File: src/rtl/score_keeper_if.sv
// Pong match-controller bus: button/point inputs in, scores, ball gating and win levels out.
interface score_keeper_if #(
  parameter int SCORE_W = 4
);
  logic               start;
  logic               point_left;
  logic               point_right;
  logic [SCORE_W-1:0] score_left;
  logic [SCORE_W-1:0] score_right;
  logic               ball_en;
  logic               serve;
  logic               left;
  logic               right;

  modport master (
    output start, point_left, point_right,
    input  score_left, score_right, ball_en, serve, left, right
  );

  modport slave (
    input  start, point_left, point_right,
    output score_left, score_right, ball_en, serve, left, right
  );
endinterface

File: src/rtl/score_keeper.sv
// Pong match controller: scores, serve delay and held win levels, all outputs registered.
// Points and start act at the edge that samples them; no backpressure, pulses outside PLAY are dropped.
module score_keeper #(
  parameter int WIN_SCORE    = 7,
  parameter int SCORE_W      = 4,
  parameter int SERVE_CYCLES = 50000000,
  parameter int CNT_W        = 26
) (
  input  logic          clock,
  input  logic          reset,
  score_keeper_if.slave sk
);
  localparam logic [2:0] IDLE  = 3'd0;
  localparam logic [2:0] SERVE = 3'd1;
  localparam logic [2:0] PLAY  = 3'd2;
  localparam logic [2:0] WIN_L = 3'd3;
  localparam logic [2:0] WIN_R = 3'd4;

  localparam logic [SCORE_W-1:0] WIN_VAL  = SCORE_W'(WIN_SCORE);
  localparam logic [CNT_W-1:0]   CNT_LAST = CNT_W'(SERVE_CYCLES - 1);

  logic [2:0]         state;
  logic [CNT_W-1:0]   cnt;
  logic [SCORE_W-1:0] score_l;
  logic [SCORE_W-1:0] score_r;
  logic               ball_en_q;
  logic               serve_q;
  logic               left_q;
  logic               right_q;
  logic               start_q;

  logic               start_rise;
  logic [SCORE_W-1:0] score_l_inc;
  logic [SCORE_W-1:0] score_r_inc;

  assign start_rise  = sk.start & ~start_q;
  assign score_l_inc = score_l + SCORE_W'(1);
  assign score_r_inc = score_r + SCORE_W'(1);

  always_ff @(posedge clock or posedge reset) begin
    if (reset) begin
      state     <= IDLE;
      cnt       <= '0;
      score_l   <= '0;
      score_r   <= '0;
      ball_en_q <= 1'b0;
      serve_q   <= 1'b0;
      left_q    <= 1'b0;
      right_q   <= 1'b0;
      start_q   <= 1'b0;
    end else begin
      start_q <= sk.start;
      serve_q <= 1'b0;
      case (state)
        IDLE: begin
          if (start_rise) begin
            state <= SERVE;
            cnt   <= '0;
          end
        end
        SERVE: begin
          if (cnt == CNT_LAST) begin
            cnt       <= '0;
            serve_q   <= 1'b1;
            ball_en_q <= 1'b1;
            state     <= PLAY;
          end else begin
            cnt <= cnt + CNT_W'(1);
          end
        end
        PLAY: begin
          // Simultaneous points cancel: neither player is credited.
          if (sk.point_left && !sk.point_right) begin
            score_l   <= score_l_inc;
            ball_en_q <= 1'b0;
            if (score_l_inc == WIN_VAL) begin
              left_q <= 1'b1;
              state  <= WIN_L;
            end else begin
              cnt   <= '0;
              state <= SERVE;
            end
          end else if (sk.point_right && !sk.point_left) begin
            score_r   <= score_r_inc;
            ball_en_q <= 1'b0;
            if (score_r_inc == WIN_VAL) begin
              right_q <= 1'b1;
              state   <= WIN_R;
            end else begin
              cnt   <= '0;
              state <= SERVE;
            end
          end
        end
        WIN_L, WIN_R: begin
          if (start_rise) begin
            score_l <= '0;
            score_r <= '0;
            left_q  <= 1'b0;
            right_q <= 1'b0;
            cnt     <= '0;
            state   <= SERVE;
          end
        end
        default: state <= IDLE;
      endcase
    end
  end

  assign sk.score_left  = score_l;
  assign sk.score_right = score_r;
  assign sk.ball_en     = ball_en_q;
  assign sk.serve       = serve_q;
  assign sk.left        = left_q;
  assign sk.right       = right_q;
endmodule

File: src/flat_wrapper.sv
// flat-port wrapper written by rule: the top's interface ports become plain ports
module score_keeper_flat 
#(
  parameter int WIN_SCORE    = 7,
  parameter int SCORE_W      = 4,
  parameter int SERVE_CYCLES = 50000000,
  parameter int CNT_W        = 26
)
  (clock, reset, sk_start, sk_point_left, sk_point_right, sk_score_left, sk_score_right, sk_ball_en, sk_serve, sk_left, sk_right);
  score_keeper_if #(.SCORE_W(SCORE_W)) sk_i ();
  input  logic clock;
  input  logic reset;
  input wire logic [$bits(sk_i.start)-1:0] sk_start;
  input wire logic [$bits(sk_i.point_left)-1:0] sk_point_left;
  input wire logic [$bits(sk_i.point_right)-1:0] sk_point_right;
  output wire logic [$bits(sk_i.score_left)-1:0] sk_score_left;
  output wire logic [$bits(sk_i.score_right)-1:0] sk_score_right;
  output wire logic [$bits(sk_i.ball_en)-1:0] sk_ball_en;
  output wire logic [$bits(sk_i.serve)-1:0] sk_serve;
  output wire logic [$bits(sk_i.left)-1:0] sk_left;
  output wire logic [$bits(sk_i.right)-1:0] sk_right;
  assign sk_i.start = sk_start;
  assign sk_i.point_left = sk_point_left;
  assign sk_i.point_right = sk_point_right;
  assign sk_score_left = sk_i.score_left;
  assign sk_score_right = sk_i.score_right;
  assign sk_ball_en = sk_i.ball_en;
  assign sk_serve = sk_i.serve;
  assign sk_left = sk_i.left;
  assign sk_right = sk_i.right;
  score_keeper #(.WIN_SCORE(WIN_SCORE), .SCORE_W(SCORE_W), .SERVE_CYCLES(SERVE_CYCLES), .CNT_W(CNT_W)) u_core (.clock(clock), .reset(reset), .sk(sk_i));
endmodule
File: config.mk
export PLATFORM = sky130hd
export DESIGN_NAME = score_keeper_flat
export DESIGN_NICKNAME = d
export VERILOG_FILES = /design/src/rtl/score_keeper_if.sv /design/src/rtl/score_keeper.sv /design/src/flat_wrapper.sv
export SDC_FILE = /design/constraint.sdc
export NUM_CORES = 1
export LEC_CHECK = 0
export ABC_AREA = 0
export CORE_MARGIN = 4
export CORE_UTILIZATION = 45
export CTS_CLUSTER_DIAMETER = 200
export DETAILED_ROUTE_END_ITERATION = 8
export HOLD_SLACK_MARGIN = 0.03
export PLACE_DENSITY = 0.75
export SYNTH_ARGS = -nofsm -noshare
export SYNTH_HDL_FRONTEND = slang
export SYNTH_SLANG_ARGS = --single-unit
File: constraint.sdc
create_clock -name clock -period 5.6 [get_ports clock]
set_clock_uncertainty 0.15 [all_clocks]
set_input_delay 0.84 -clock clock [delete_from_list [all_inputs] [get_ports clock]]
set_output_delay 0.84 -clock clock [all_outputs]
set_load 0.03 [all_outputs]
; ---- Word-level counts from Yosys, hierarchy flattened
; Cells that the tools add are included.
[word_totals]
reg_bits = 42
input_bits = 5
output_inout_bits = 12
elab_cells = 83
[classes]
addsub = 3
eq_ne = 18
mux = 34
bitwise = 2
n_reduce_logical = 17
[op_table]
columns = cell, count
row1 = 26-bit two-way mux, 6
row2 = 26-bit case mux with 3 select lines, 1
row3 = "26-bit by 1-bit adder with 26-bit output, second input constant", 1
row4 = "26-bit equality test, second input constant", 1
row5 = 4-bit two-way mux, 4
row6 = 4-bit case mux with 2 select lines, 2
row7 = 3-bit two-way mux, 5
row8 = "2-bit by 1-bit != test with 1-bit output, second input constant", 7
row9 = 1-bit two-way mux, 11
row10 = 5-bit AND reduction, 2
row11 = 3-bit case mux with 3 select lines, 1
row12 = 3-bit AND reduction, 3
row13 = "4-bit by 1-bit adder with 4-bit output, second input constant", 2
row14 = "4-bit by 3-bit equality test with 1-bit output, second input constant", 2
row15 = 4-bit AND reduction, 2
row16 = "3-bit by 2-bit equality test with 1-bit output, second input constant", 2
row17 = 1-bit case mux with 2 select lines, 3
row18 = 2-bit nonzero test, 2
row19 = "3-bit by 1-bit equality test with 1-bit output, second input constant", 1
row20 = "3-bit equality test, second input constant", 1
row21 = 3-bit logical NOT, 1
row22 = "3-bit by 1-bit != test with 1-bit output, second input constant", 1
row23 = "3-bit by 2-bit != test with 1-bit output, second input constant", 1
row24 = "3-bit != test, second input constant", 1
row25 = 9 further kinds, 11

; ---- Logic depth before layout (Yosys ltp)
[depth]
depth_word = 6
depth_mapped = 8
ltp_nobuf = 7

; ---- Worst setup path after synthesis
; No wires, ideal clock.
[synth_path]
path_kind = reg-to-reg
from = register u_core.score_r[0] (netlist: u_core.sk.score_right[0])
to = register u_core.cnt[6]
setup_ns = 0.076
arrival_ns = 2.093
required_ns = 5.374
setup_slack_ns = 3.281
path_stages_with_launch = 8
path_buffers = 0
period_less_slack_ns = 2.319
path_cell_list = dfrtp_1 ha_1 nand2b_1 a21bo_2 o211ai_1 o211ai_4 or4_1 o21ai_1
[synth_between]
elab_chain_cells = 4
[synth_lines]
columns = item, line
row1 = start: declaration, score_keeper.sv:25  ; logic [SCORE_W-1:0] score_r;
row2 = start signal: assignment, score_keeper.sv:84  ; score_r <= score_r_inc;
row3 = 4-bit by 1-bit adder with 4-bit output, score_keeper.sv:38  ; assign score_r_inc = score_r + SCORE_W'(1);
row4 = 4-bit by 3-bit equality test with 1-bit output, score_keeper.sv:86  ; if (score_r_inc == WIN_VAL) begin
row5 = 3-bit by 2-bit != test with 1-bit output (no line), n/a
row6 = 5-bit AND reduction (no line), n/a
row7 = end signal: assignment, score_keeper.sv:68  ; cnt <= cnt + CNT_W'(1);
row8 = end: declaration, score_keeper.sv:23  ; logic [CNT_W-1:0] cnt;
; No other way between the ends.
; A chain may end at the register's enable or synchronous reset.

; ---- Final worst setup path
[layout_path]
from = input port sk_point_right
to = register u_core.cnt[6]
[layout_between]
elab_chain_cells = 4
word_cells_on_any_way = 9
classes_between = eq/ne (3) / mux (2) / reduce/logical (4)
[layout_lines]
columns = item, line
row1 = start: declaration, flat_wrapper.sv:15  ; input wire logic [$bits(sk_i.point_right)-1:0] sk_point_right;
row2 = 1-bit logical NOT, score_keeper.sv:73  ; if (sk.point_left && !sk.point_right) begin
row3 = 1-bit logical AND, score_keeper.sv:73
row4 = 3-bit != test (no line) (tied with other cells), n/a
row5 = 5-bit AND reduction (no line) or 26-bit case mux with 3 select lines (tied branches), n/a
; Several ways; a longest one is shown, not always the timed one.

==> results.sh <==
export IMPL_design_die_area_mm2=0.00656
export IMPL_drive_gt1_share_pct=7.77
export IMPL_ys_flop_type="dfrtp_1"
export IMPL_synth_edf_count=0
export IMPL_gp_congestion=0.803
export IMPL_worst_setup_path_end_kind="register"
export IMPL_synth_top_area_share_pct=43.9
export IMPL_cts_tree="yes"
export IMPL_outcome="finished, final reports clean"
export IMPL_die_w_um=81.0
export IMPL_final_period_utilization_pct=48.6
export IMPL_worst_ep_arrival_time_ns=2.79
export IMPL_antenna_found_initial=0
export IMPL_core_mm2=0.00514
export IMPL_ir_worst_vdd_uv=121
export IMPL_fp_dieH_um=81.0
export IMPL_cts_root_buffer="clkbuf_8"
export IMPL_dr_pass1_iters=4
export IMPL_timing_final_ws_setup_ns=2.88
export IMPL_placed_area_mm2=0.00259
export IMPL_drc=0
export IMPL_tightest_slew_ns=0.671
export IMPL_multi_input_area_mm2=0.00126
export IMPL_synth_cell_types=52
export IMPL_antennaDiodeCount=0
export IMPL_overflow=0
export IMPL_cts_setup_buffers=0
export IMPL_port_buffers=16
export IMPL_ios=17
export IMPL_dp_hpwl_mm=3.37
export IMPL_final_setup_tns_ns=0
export IMPL_reg2regPathDepth=7
export IMPL_syn2layout_area_growth_pct=11.4
export IMPL_critPathLaunch="sk_point_right"
export IMPL_yosys_area_top_type="dfrtp_1"
export IMPL_fp_row_count=26
export IMPL_cp_start_kind="input pin"
export IMPL_synthCells=267
export IMPL_power_density_mw_per_mm2=203
export IMPL_syn_area_mm2=0.00240
export IMPL_fill_cells=504
export IMPL_numCtsBuffers=5
export IMPL_rsz0062_at_grt="false"
export IMPL_seq_area_frac_synth_pct=43.9
export IMPL_fin_area_mm2=0.00267
export IMPL_grt_pass1_vias=1852
export IMPL_first_iter_violations=81
export IMPL_relSlewSlack_pct=55.1
export IMPL_place_ws_ns=2.56
export IMPL_grt_pass1_wl_mm=8.54
export IMPL_clk_latency_ns=0.29
export IMPL_synthesis_nets=277
export IMPL_grt_max_degree=43
export IMPL_initial_core_util_pct=46.6
export IMPL_final_nets=293
export IMPL_cts_sinks=42
export IMPL_max_clock_path_buffers=2
export IMPL_whs_path_depth=1
export IMPL_wl_per_cell_um=13.7
export IMPL_worst_setup_path_type="in -> reg"
export IMPL_regToRegSetupSlack_ns=3.11
export IMPL_cts_max_level=2
export IMPL_vias=2001
export IMPL_maxSlewViolCount=0
export IMPL_ys_warn_count=0
export IMPL_synth_avg_cell_area_um2=8.97
export IMPL_synth_area_leaders="dfrtp_1, o21ai_0, nor2_1, nand2_1, nand3_1"
export IMPL_timing_max_cap_violations=0
export IMPL_wl_mm=4.84
export IMPL_p_leak_nw=1.03
export IMPL_timing_hold_ws_ns=0.346
export IMPL_hold_viol=0
export IMPL_hold_buffers=0
export IMPL_grt_usage_pct=16.8
export IMPL_cp_max_fo=27
export IMPL_route_antenna_remaining_nets=0
export IMPL_clock_fmax_mhz=367
export IMPL_seq_area_mm2=0.00105
export IMPL_vias_per_cell=5.67
export IMPL_synth_seq_cells=42
export IMPL_crit_required_ns=5.67
export IMPL_min_path_type="reg -> reg"
export IMPL_timing_rr_start="u_core.sk.score_right[0]$_DFFE_PP0P_"
export IMPL_clkTransAtPathRegs_ns=0.07
export IMPL_min_from="u_core.cnt[22]$_DFFE_PP0P_"
export IMPL_period_minus_slack_ns=2.72
export IMPL_synth_async_reset_ratio_pct=100
export IMPL_setup_viol=0
export IMPL_cts_resized_gates=0
==> kinds of logic (layout without fill, tap and decap cells) <==
logic type / after synthesis / count (layout) / synth area share, %
xor+xnor: 1 / 1 / 0.366
fa+ha+maj: 5 / 5 / 2.61
compound gates: 93 / 93 / 23.6
buf+inv: 15 / 31 / 3.66
mux: 2 / 2 / 0.836
simple gates: 109 / 109 / 25.1
flops: 42 / 42 / 43.9
==> Yosys cell counts (6+ instances only) <==
cell type	count
nor2_1	22
dfrtp_1	42
nor3_1	6
o21ai_0	50
and3_1	6
nand3_1	15
inv_1	6
a21oi_1	12
nand2_1	21
==> power by group <==
| group | internal [W] | leakage, nW | switching [W] |
|---|---|---|---|
| logic | 0.0000122 | 0.450 | 0.0000159 |
| registers | 0.000315 | 0.541 | 0.0000155 |
| clock network | 0.0000859 | 0.0383 | 0.0000975 |
| total | 0.000413 | 1.03 | 0.000129 |
==> area by class of cell <==
class                   count  share of cell area, %
clock buffers               7                   2.86
inverters                   6                  0.843
multi-input cells         210                   47.1
flip-flops and latches     42                   39.4
well taps                  70                   3.28
repair buffers             18                   6.56
==> layout by cell type, fill, tap and decap left out, types with 6 or more instances in the layout <==
master,count
o21ai_0,50
dfrtp_1,42
nor2_1,22
nand2_1,21
clkdlybuf4s50_1,16
nand3_1,15
a21oi_1,12
and3_1,6
nor3_1,6
inv_1,6
==> worst paths after layout <==
path / endpoint
worst min register to register: u_core.cnt[22]$_DFFE_PP0P_
max in group asynchronous: u_core.sk.ball_en$_DFFE_PP0P_
worst min-delay path: u_core.cnt[22]$_DFFE_PP0P_
worst max register to register: u_core.cnt[6]$_DFFE_PP0P_
min in group asynchronous: u_core.cnt[19]$_DFFE_PP0P_
worst max-delay path: u_core.cnt[6]$_DFFE_PP0P_
==> sequential cells by signal, summed over array words and instances, names as in the netlist <==
| register | flops |
|---|---|
| u_core.cnt | 26 |
| u_core.sk.score_left | 4 |
| u_core.sk.score_right | 4 |
| u_core.state | 3 |
| u_core.sk.ball_en | 1 |
| u_core.sk.left | 1 |
| u_core.sk.right | 1 |
| u_core.sk.serve | 1 |
| u_core.start_q | 1 |
==> per-layer routing <==
metal / global-route usage, % / part of all wire, %
met5: 0 / 0
met4: 6.25 / 1.7
met1: 22.0 / 47
met2: 26.9 / 47
met3: 4.10 / 3.7
==> worst max-delay path: stages <==
cell and delay (ns):
clkdlybuf4s50_1 0.45, nand2b_1 0.21, and3_1 0.19, o211ai_1 0.15, o211ai_4 0.30, or4_1 0.57, o21ai_1 0.08
==> stage by stage <==
stage	total power, W	utilization, %	instances
3_3_place_gp	0.000363	50.5	346
3_5_place_dp	0.000366	50.5	346
2_1_floorplan	0.000352	-	267
4_1_cts	0.000551	51.9	353
5_1_grt	0.000569	51.9	353
6_report	0.000542	51.9	353
No activity file was read; power rests on OpenSTA's default activity.
